[config.mk]
export PLATFORM = sky130hd
export DESIGN_NAME = tl45_prefetch_pipe
export DESIGN_NICKNAME = d
export VERILOG_FILES = /design/src/rtl/tl45_pkg.sv /design/src/rtl/tl45_sync_fifo.sv /design/src/rtl/tl45_prefetch_pipe.sv
export SDC_FILE = /design/constraint.sdc
export NUM_CORES = 1
export LEC_CHECK = 0
export ABC_AREA = 1
export ABC_CLOCK_PERIOD_IN_PS = 4300
export CORE_MARGIN = 8
export CORE_UTILIZATION = 35
export CTS_BUF_LIST = sky130_fd_sc_hd__clkbuf_16
export DETAILED_ROUTE_END_ITERATION = 7
export PLACE_DENSITY_LB_ADDON = 0.25
export SLEW_MARGIN = 0
export SYNTH_ARGS = -nofsm -noshare
export SYNTH_HDL_FRONTEND = slang
export SYNTH_SLANG_ARGS = --single-unit
export TNS_END_PERCENT = 30
[constraint.sdc]
create_clock -name i_clk -period 4.3 [get_ports i_clk]
set_input_delay 0.86 -clock i_clk [delete_from_list [all_inputs] [get_ports i_clk]]
set_output_delay 0.86 -clock i_clk [all_outputs]
set_load 0.05 [all_outputs]
[src/rtl/tl45_pkg.sv]
// Shared types and constants for the TL45 instruction prefetch path.
package tl45_pkg;

  typedef enum logic [1:0] {
    ST_IDLE     = 2'd0,
    ST_FETCH    = 2'd1,
    ST_HALT_ERR = 2'd2
  } fetch_state_e;

  localparam logic [31:0] RESET_PC = 32'h0000_0000;
  localparam int          FIFO_W   = 65;

  typedef struct packed {
    logic [31:0] pc;
    logic [31:0] inst;
    logic        err;
  } buf_entry_t;

endpackage

[src/rtl/tl45_sync_fifo.sv]
// Synchronous FIFO with registered full/empty/count; head is read straight from storage.
// Push into a full FIFO is dropped unless a pop happens in the same cycle.
module tl45_sync_fifo #(
  parameter int WIDTH = 65,
  parameter int DEPTH = 4
) (
  input  logic                   clk,
  input  logic                   rst_n,
  input  logic                   flush,
  input  logic                   push,
  input  logic [WIDTH-1:0]       push_dat,
  input  logic                   pop,
  output logic [WIDTH-1:0]       head_dat,
  output logic                   full,
  output logic                   empty,
  output logic [$clog2(DEPTH):0] count
);
  localparam int PW = $clog2(DEPTH);
  localparam logic [PW:0] FULL_CNT = (PW+1)'(DEPTH);

  logic [WIDTH-1:0] mem_q [DEPTH];
  logic [PW-1:0]    wr_ptr_q, rd_ptr_q;
  logic [PW:0]      count_q, count_d;
  logic             empty_q, full_q, do_push, do_pop;

  always_comb begin
    do_pop  = pop & ~empty_q;
    do_push = push & (~full_q | do_pop);
    count_d = count_q + (PW+1)'(do_push) - (PW+1)'(do_pop);
  end

  always_ff @(posedge clk or negedge rst_n) begin
    if (!rst_n) begin
      for (int i = 0; i < DEPTH; i++) mem_q[i] <= '0;
      wr_ptr_q <= '0;
      rd_ptr_q <= '0;
      count_q  <= '0;
      empty_q  <= 1'b1;
      full_q   <= 1'b0;
    end else if (flush) begin
      wr_ptr_q <= '0;
      rd_ptr_q <= '0;
      count_q  <= '0;
      empty_q  <= 1'b1;
      full_q   <= 1'b0;
    end else begin
      if (do_push) begin
        mem_q[wr_ptr_q] <= push_dat;
        wr_ptr_q        <= wr_ptr_q + 1'b1;
      end
      if (do_pop) rd_ptr_q <= rd_ptr_q + 1'b1;
      count_q <= count_d;
      empty_q <= (count_d == '0);
      full_q  <= (count_d == FULL_CNT);
    end
  end

  assign head_dat = mem_q[rd_ptr_q];
  assign full     = full_q;
  assign empty    = empty_q;
  assign count    = count_q;

endmodule

[src/rtl/tl45_prefetch_pipe.sv]
// Pipelined-Wishbone instruction prefetcher: issues word reads while FIFO space plus
// outstanding requests stay under DEPTH; ack lands in the head FIFO one cycle later.
module tl45_prefetch_pipe
  import tl45_pkg::*;
#(
  parameter int DEPTH = 4,
  parameter int AW    = 30
) (
  input  logic          i_clk,
  input  logic          i_reset_n,
  input  logic          i_pipe_stall,
  input  logic          i_new_pc,
  input  logic [31:0]   i_pc,
  output logic          o_wb_cyc,
  output logic          o_wb_stb,
  output logic          o_wb_we,
  output logic [AW-1:0] o_wb_addr,
  output logic [31:0]   o_wb_data,
  output logic [3:0]    o_wb_sel,
  input  logic          i_wb_ack,
  input  logic          i_wb_err,
  input  logic          i_wb_stall,
  input  logic [31:0]   i_wb_data,
  output logic          o_buf_valid,
  output logic [31:0]   o_buf_pc,
  output logic [31:0]   o_buf_inst,
  output logic          o_buf_err
);
  localparam int CW = $clog2(DEPTH) + 1;
  localparam logic [CW:0] LIMIT = (CW+1)'(DEPTH);

  fetch_state_e  state_q, state_d;
  logic          cyc_q, cyc_d, stb_q, stb_d;
  logic [AW-1:0] addr_q, addr_d;
  logic [31:0]   req_pc_q, req_pc_d, resp_pc_q, resp_pc_d;
  logic [CW-1:0] outst_q, outst_d;

  logic [CW-1:0] fifo_cnt, cnt_nxt;
  logic [CW:0]   load;
  logic          fifo_full, fifo_empty;
  logic          issue, rsp_ok, ack_v, err_v, push, pop, credit;
  buf_entry_t    push_ent, head_ent;
  logic          unused_pc_lsb;

  assign unused_pc_lsb = &{1'b0, i_pc[1:0]};

  always_comb begin
    issue    = stb_q & ~i_wb_stall;
    rsp_ok   = cyc_q & (outst_q != '0);
    ack_v    = rsp_ok & i_wb_ack & ~i_wb_err;
    err_v    = rsp_ok & i_wb_err;
    pop      = ~fifo_empty & ~i_pipe_stall;
    push     = (ack_v | err_v) & ~i_new_pc & (~fifo_full | pop);
    push_ent = '{pc: resp_pc_q, inst: (err_v ? 32'h0 : i_wb_data), err: err_v};

    state_d   = state_q;
    cyc_d     = cyc_q;
    stb_d     = stb_q;
    req_pc_d  = req_pc_q + (issue ? 32'd4 : 32'd0);
    resp_pc_d = resp_pc_q + (ack_v ? 32'd4 : 32'd0);
    outst_d   = outst_q + CW'(issue) - CW'(ack_v);

    // Credit looks at next-cycle occupancy so stb is only ever raised for a slot that exists.
    cnt_nxt = fifo_cnt + CW'(push) - CW'(pop);
    load    = {1'b0, cnt_nxt} + {1'b0, outst_d};
    credit  = (load < LIMIT);

    if (i_new_pc) begin
      state_d   = ST_IDLE;
      cyc_d     = 1'b0;
      stb_d     = 1'b0;
      outst_d   = '0;
      req_pc_d  = {i_pc[31:2], 2'b00};
      resp_pc_d = {i_pc[31:2], 2'b00};
    end else begin
      case (state_q)
        ST_IDLE: begin
          cyc_d = credit;
          stb_d = credit;
          if (credit) state_d = ST_FETCH;
        end
        ST_FETCH: begin
          if (err_v) begin
            state_d = ST_HALT_ERR;
            cyc_d   = 1'b0;
            stb_d   = 1'b0;
            outst_d = '0;
          end else begin
            stb_d = credit;
            cyc_d = credit | (outst_d != '0);
            if (!(credit | (outst_d != '0))) state_d = ST_IDLE;
          end
        end
        default: begin
          cyc_d   = 1'b0;
          stb_d   = 1'b0;
          outst_d = '0;
        end
      endcase
    end

    addr_d = req_pc_d[AW+1:2];
  end

  always_ff @(posedge i_clk or negedge i_reset_n) begin
    if (!i_reset_n) begin
      state_q   <= ST_IDLE;
      cyc_q     <= 1'b0;
      stb_q     <= 1'b0;
      addr_q    <= '0;
      req_pc_q  <= RESET_PC;
      resp_pc_q <= RESET_PC;
      outst_q   <= '0;
    end else begin
      state_q   <= state_d;
      cyc_q     <= cyc_d;
      stb_q     <= stb_d;
      addr_q    <= addr_d;
      req_pc_q  <= req_pc_d;
      resp_pc_q <= resp_pc_d;
      outst_q   <= outst_d;
    end
  end

  tl45_sync_fifo #(
    .WIDTH (FIFO_W),
    .DEPTH (DEPTH)
  ) u_fifo (
    .clk      (i_clk),
    .rst_n    (i_reset_n),
    .flush    (i_new_pc),
    .push     (push),
    .push_dat (push_ent),
    .pop      (pop),
    .head_dat (head_ent),
    .full     (fifo_full),
    .empty    (fifo_empty),
    .count    (fifo_cnt)
  );

  assign o_wb_cyc    = cyc_q;
  assign o_wb_stb    = stb_q;
  assign o_wb_we     = 1'b0;
  assign o_wb_addr   = addr_q;
  assign o_wb_data   = 32'h0;
  assign o_wb_sel    = 4'hF;
  assign o_buf_valid = ~fifo_empty;
  assign o_buf_pc    = head_ent.pc;
  assign o_buf_inst  = head_ent.inst;
  assign o_buf_err   = head_ent.err;

endmodule

==> impl_results.md, run 1 <==
* Outcome: finished clean
* Post-CTS Setup Inserts at 0
* Reg2reg path depth at 22
* Total CTS buffers at 39
* Layout Nets at 2461
* GR peak layer: met2
* DIE HEIGHT at 235.7 um
* Design area at 0.02017 sq mm
* Max-Cap Viols at 0
* Slew @ Worst Pin at 1.353 ns
* Syn Area/Cell at 7.376 sq um
* Hpwl dp at 32.80 mm
* Port buffer count at 164
* First-pass GRT wire length at 85.45 mm
* I/O pins at 206
* Instance area at placement at 0.01898 sq mm
* Drt wl/cell at 17.68 um
* CTS tree: done
* Met1 usage at 23.74%
* CP Capture Type: primary output
* Synthesis-to-layout area growth at 19.36%
* Core ar. at 0.04775 sq mm
* Final Max Tran Viols at 0
* PD cells at 560.6 mW/mm^2
* Starting Density at 35.39%
* Yosys top cell area share at 48.43%
* Power Total at 0.01131 W
* N_diodes at 0
* Antenna viol nets, final at 0
* Synth unique cells at 33
* Final Hold Viols at 0
* Fin crit period at 3.995 ns
* Setup TNS at 0 ns
* Clock sink total at 328
* Crit path kind: register to primary output
* Cells taking the most area after synthesis: dfrtp_1 48%, nand2_1 19%, o21ai_0 12%
* Critical Path End: o_buf_inst[19]
* Post-CTS sizing at 0
* Synth area leader: dfrtp_1
* Post-synthesis register bit count at 328
* FP Rows at 80
* Vias in the first global route at 15.52k
* Drc violations at 0
* Clk slew on worst S/H paths at 0.06 ns
* Clock latency on the worst-skew pair at 0.57 ns
* Crit share post-route at 92.90%
* Met2 Use GR at 31.81%
* Crit start category: register
* Ys Warns at 0
* CTS max path bufs at 3
* Total GRT Usage at 18.87%
* Sequential-to-total area share from yosys stat at 48.58%
* Placer congestion estimate at 0.8623
* Static Leak at 10.38 nW
* M3 GR Usage at 3.652%
* R2r endpoint: state_q[0]
* Pin count of the biggest net entering global routing at 259
* Max Freq at 0.2503 GHz
* Crit Path Max Fanout at 52
* DR vias at 15.30k
* Grt total ovfl at 0
* Unrepaired setup endpoints after global routing: no
* Setup Skew at 0.02550 ns
* Layout cells sized above 1 at 4.333%
* R2R setup slack at 1.10 ns
* Antenna violations before repair at 0
* Drt total wl at 53.29 mm
* Die ar. at 0.05557 sq mm
* Slew HR at 9.786%
* Root Buffer Master: clkbuf_16
* Drt first pass iters at 5
* Avg Vias per Cell at 5.075
* Hold Crit Class: primary input to asynchronous set/reset pin
* Clock H-tree levels at 2
* Post-CTS Hold Buffers at 0
* Arrival @ worst endpoint at 3.13 ns
* Die X at 235.7 um
* Worst EP required at 3.44 ns
* Worst setup path start: u_fifo.rd_ptr_q[0]
* Netlist Area Pre-Place at 0.01690 sq mm
* Final setup fails at 0
* Synth Instances at 2291
* Maximum VDD drop at 0.0002343 V
* Critical R2R Launch: outst_q[1]
* Starting DRT DRC Count at 1180
[synth_stat cells]
cell / number
nand3_1: 17
ha_1: 15
buf_2: 30
nand3_2: 1
clkbuf_2: 2
xnor2_1: 3
o211ai_1: 1
buf_4: 41
o21ai_1: 1
clkbuf_1: 115
nor2_2: 4
fa_1: 3
clkinv_1: 5
dfrtp_1: 327
nand4_1: 7
nand3b_1: 23
o21ai_0: 404
nand2_2: 1
nor3_1: 7
o21a_1: 2
inv_2: 2
conb_1: 2
inv_1: 95
buf_1: 6
xor2_1: 11
a21oi_1: 7
or2_2: 1
dfstp_2: 1
nor2_1: 243
o22ai_1: 70
nor2_8: 1
nand2_1: 842
or2_1: 1
[final cells by class]
cell class,count,area [sq um]
inverter,102,386.6
sequential,328,8214
tap,615,769.5
timing repair buffer,197,2054
clock buffer,40,1001
fill,4897,27580
clock inverter,29,192.7
multi-input combinational,1704,7551
[flip-flops by register name, summed over array words and instances (netlist names)]
| signal | count |
|---|---|
| u_fifo.wr_ptr_q | 2 |
| u_fifo.mem_q | 252 |
| u_fifo.rd_ptr_q | 2 |
| u_fifo.empty | 1 |
| outst_q | 3 |
| u_fifo.full | 1 |
| state_q | 2 |
| o_wb_addr | 30 |
| o_wb_stb | 1 |
| u_fifo.count | 3 |
| o_wb_cyc | 1 |
| resp_pc_q | 30 |
[logic make-up after synthesis]
kind of cell,count (synthesis),share of synthesized area (%)
and+or+nand+nor,1148,26.53
xor gates and xnor gates,14,0.7257
DFF,328,48.58
AOI/OAI and AO/OA,485,14.93
adders and majority gates,18,1.466
buffers and inverters,296,7.723
other,2,0.04444
[layer usage]
metal / vias up / part of all wire (%)
met5: - / 0
met4: 0 / 3.1
met3: 92 / 6.3
met2: 506 / 48
met1: 7295 / 43
li1: 7407 / -
[power breakdown]
| part | switching [W] | internal (W) | total (W) |
|---|---|---|---|
| registers | 0.000297 | 0.00355 | 0.00385 |
| clock network | 0.00134 | 0.00180 | 0.00314 |
| logic | 0.00302 | 0.00130 | 0.00432 |
[cell usage in the layout, fill, tap and decap left out, types with 6 or more instances in the layout]
| master | synthesis | routed |
|---|---|---|
| nand2_1 | 842 | 842 |
| o21ai_0 | 404 | 404 |
| dfrtp_1 | 327 | 325 |
| nor2_1 | 243 | 243 |
| clkdlybuf4s50_1 | 0 | 162 |
| inv_1 | 95 | 101 |
| o22ai_1 | 70 | 70 |
| clkbuf_16 | 0 | 40 |
| conb_1 | 2 | 39 |
| nand3b_1 | 23 | 23 |
| buf_4 | 41 | 21 |
| nand3_1 | 17 | 17 |
| ha_1 | 15 | 15 |
| buf_12 | 0 | 13 |
| clkinv_1 | 5 | 12 |
| xor2_1 | 11 | 11 |
| a21oi_1 | 7 | 7 |
| nand4_1 | 7 | 7 |
| nor3_1 | 7 | 7 |
| inv_2 | 2 | 6 |
| clkinv_2 | 0 | 6 |
[worst min-delay path by stage]
stage / start / end / slack, ns / cells after the start
after detailed placement: u_fifo.mem_q[167] / u_fifo.mem_q[167] / 0.48 / 2
after global routing: i_reset_n / u_fifo.mem_q[219] / 0.38 / 1
after global placement: u_fifo.mem_q[76] / u_fifo.mem_q[76] / 0.47 / 2
after floorplan: u_fifo.mem_q[113] / u_fifo.mem_q[113] / 0.46 / 2
after CTS: i_reset_n / u_fifo.mem_q[225] / 0.35 / 1
final: i_reset_n / u_fifo.mem_q[219] / 0.32 / 1
[metrics by stage]
stage	utilization, %	std cells	hold slack [ns]	setup slack, ns
after global placement	39.74	2946	0.4740	0.3181
final	42.24	3015	0.3230	0.3054
after CTS	42.24	3015	0.3513	0.3122
after floorplan	-	2328	0.4594	1.040
after detailed placement	39.74	2946	0.4806	0.2883
after global routing	42.24	3015	0.3818	0.1951
[critical path, stage by stage, from the launching register on]
cell and delay [ns]:
dfrtp_4 0.50, inv_4 0.41, buf_4 0.41, o21ai_0 0.12, o22ai_1 0.22, clkdlybuf4s50_1 0.86
No activity file was read; power rests on OpenSTA's default activity.
==> run 2: changes to the inputs <==
--- a/config.mk
+++ b/config.mk
@@ -12,7 +12,6 @@
 export CTS_BUF_LIST = sky130_fd_sc_hd__clkbuf_16
 export DETAILED_ROUTE_END_ITERATION = 7
 export PLACE_DENSITY_LB_ADDON = 0.25
-export SLEW_MARGIN = 0
 export SYNTH_ARGS = -nofsm -noshare
 export SYNTH_HDL_FRONTEND = slang
 export SYNTH_SLANG_ARGS = --single-unit
==> results of run 2 <==
Final layout, timing and power as in run 1 (identical DEF).
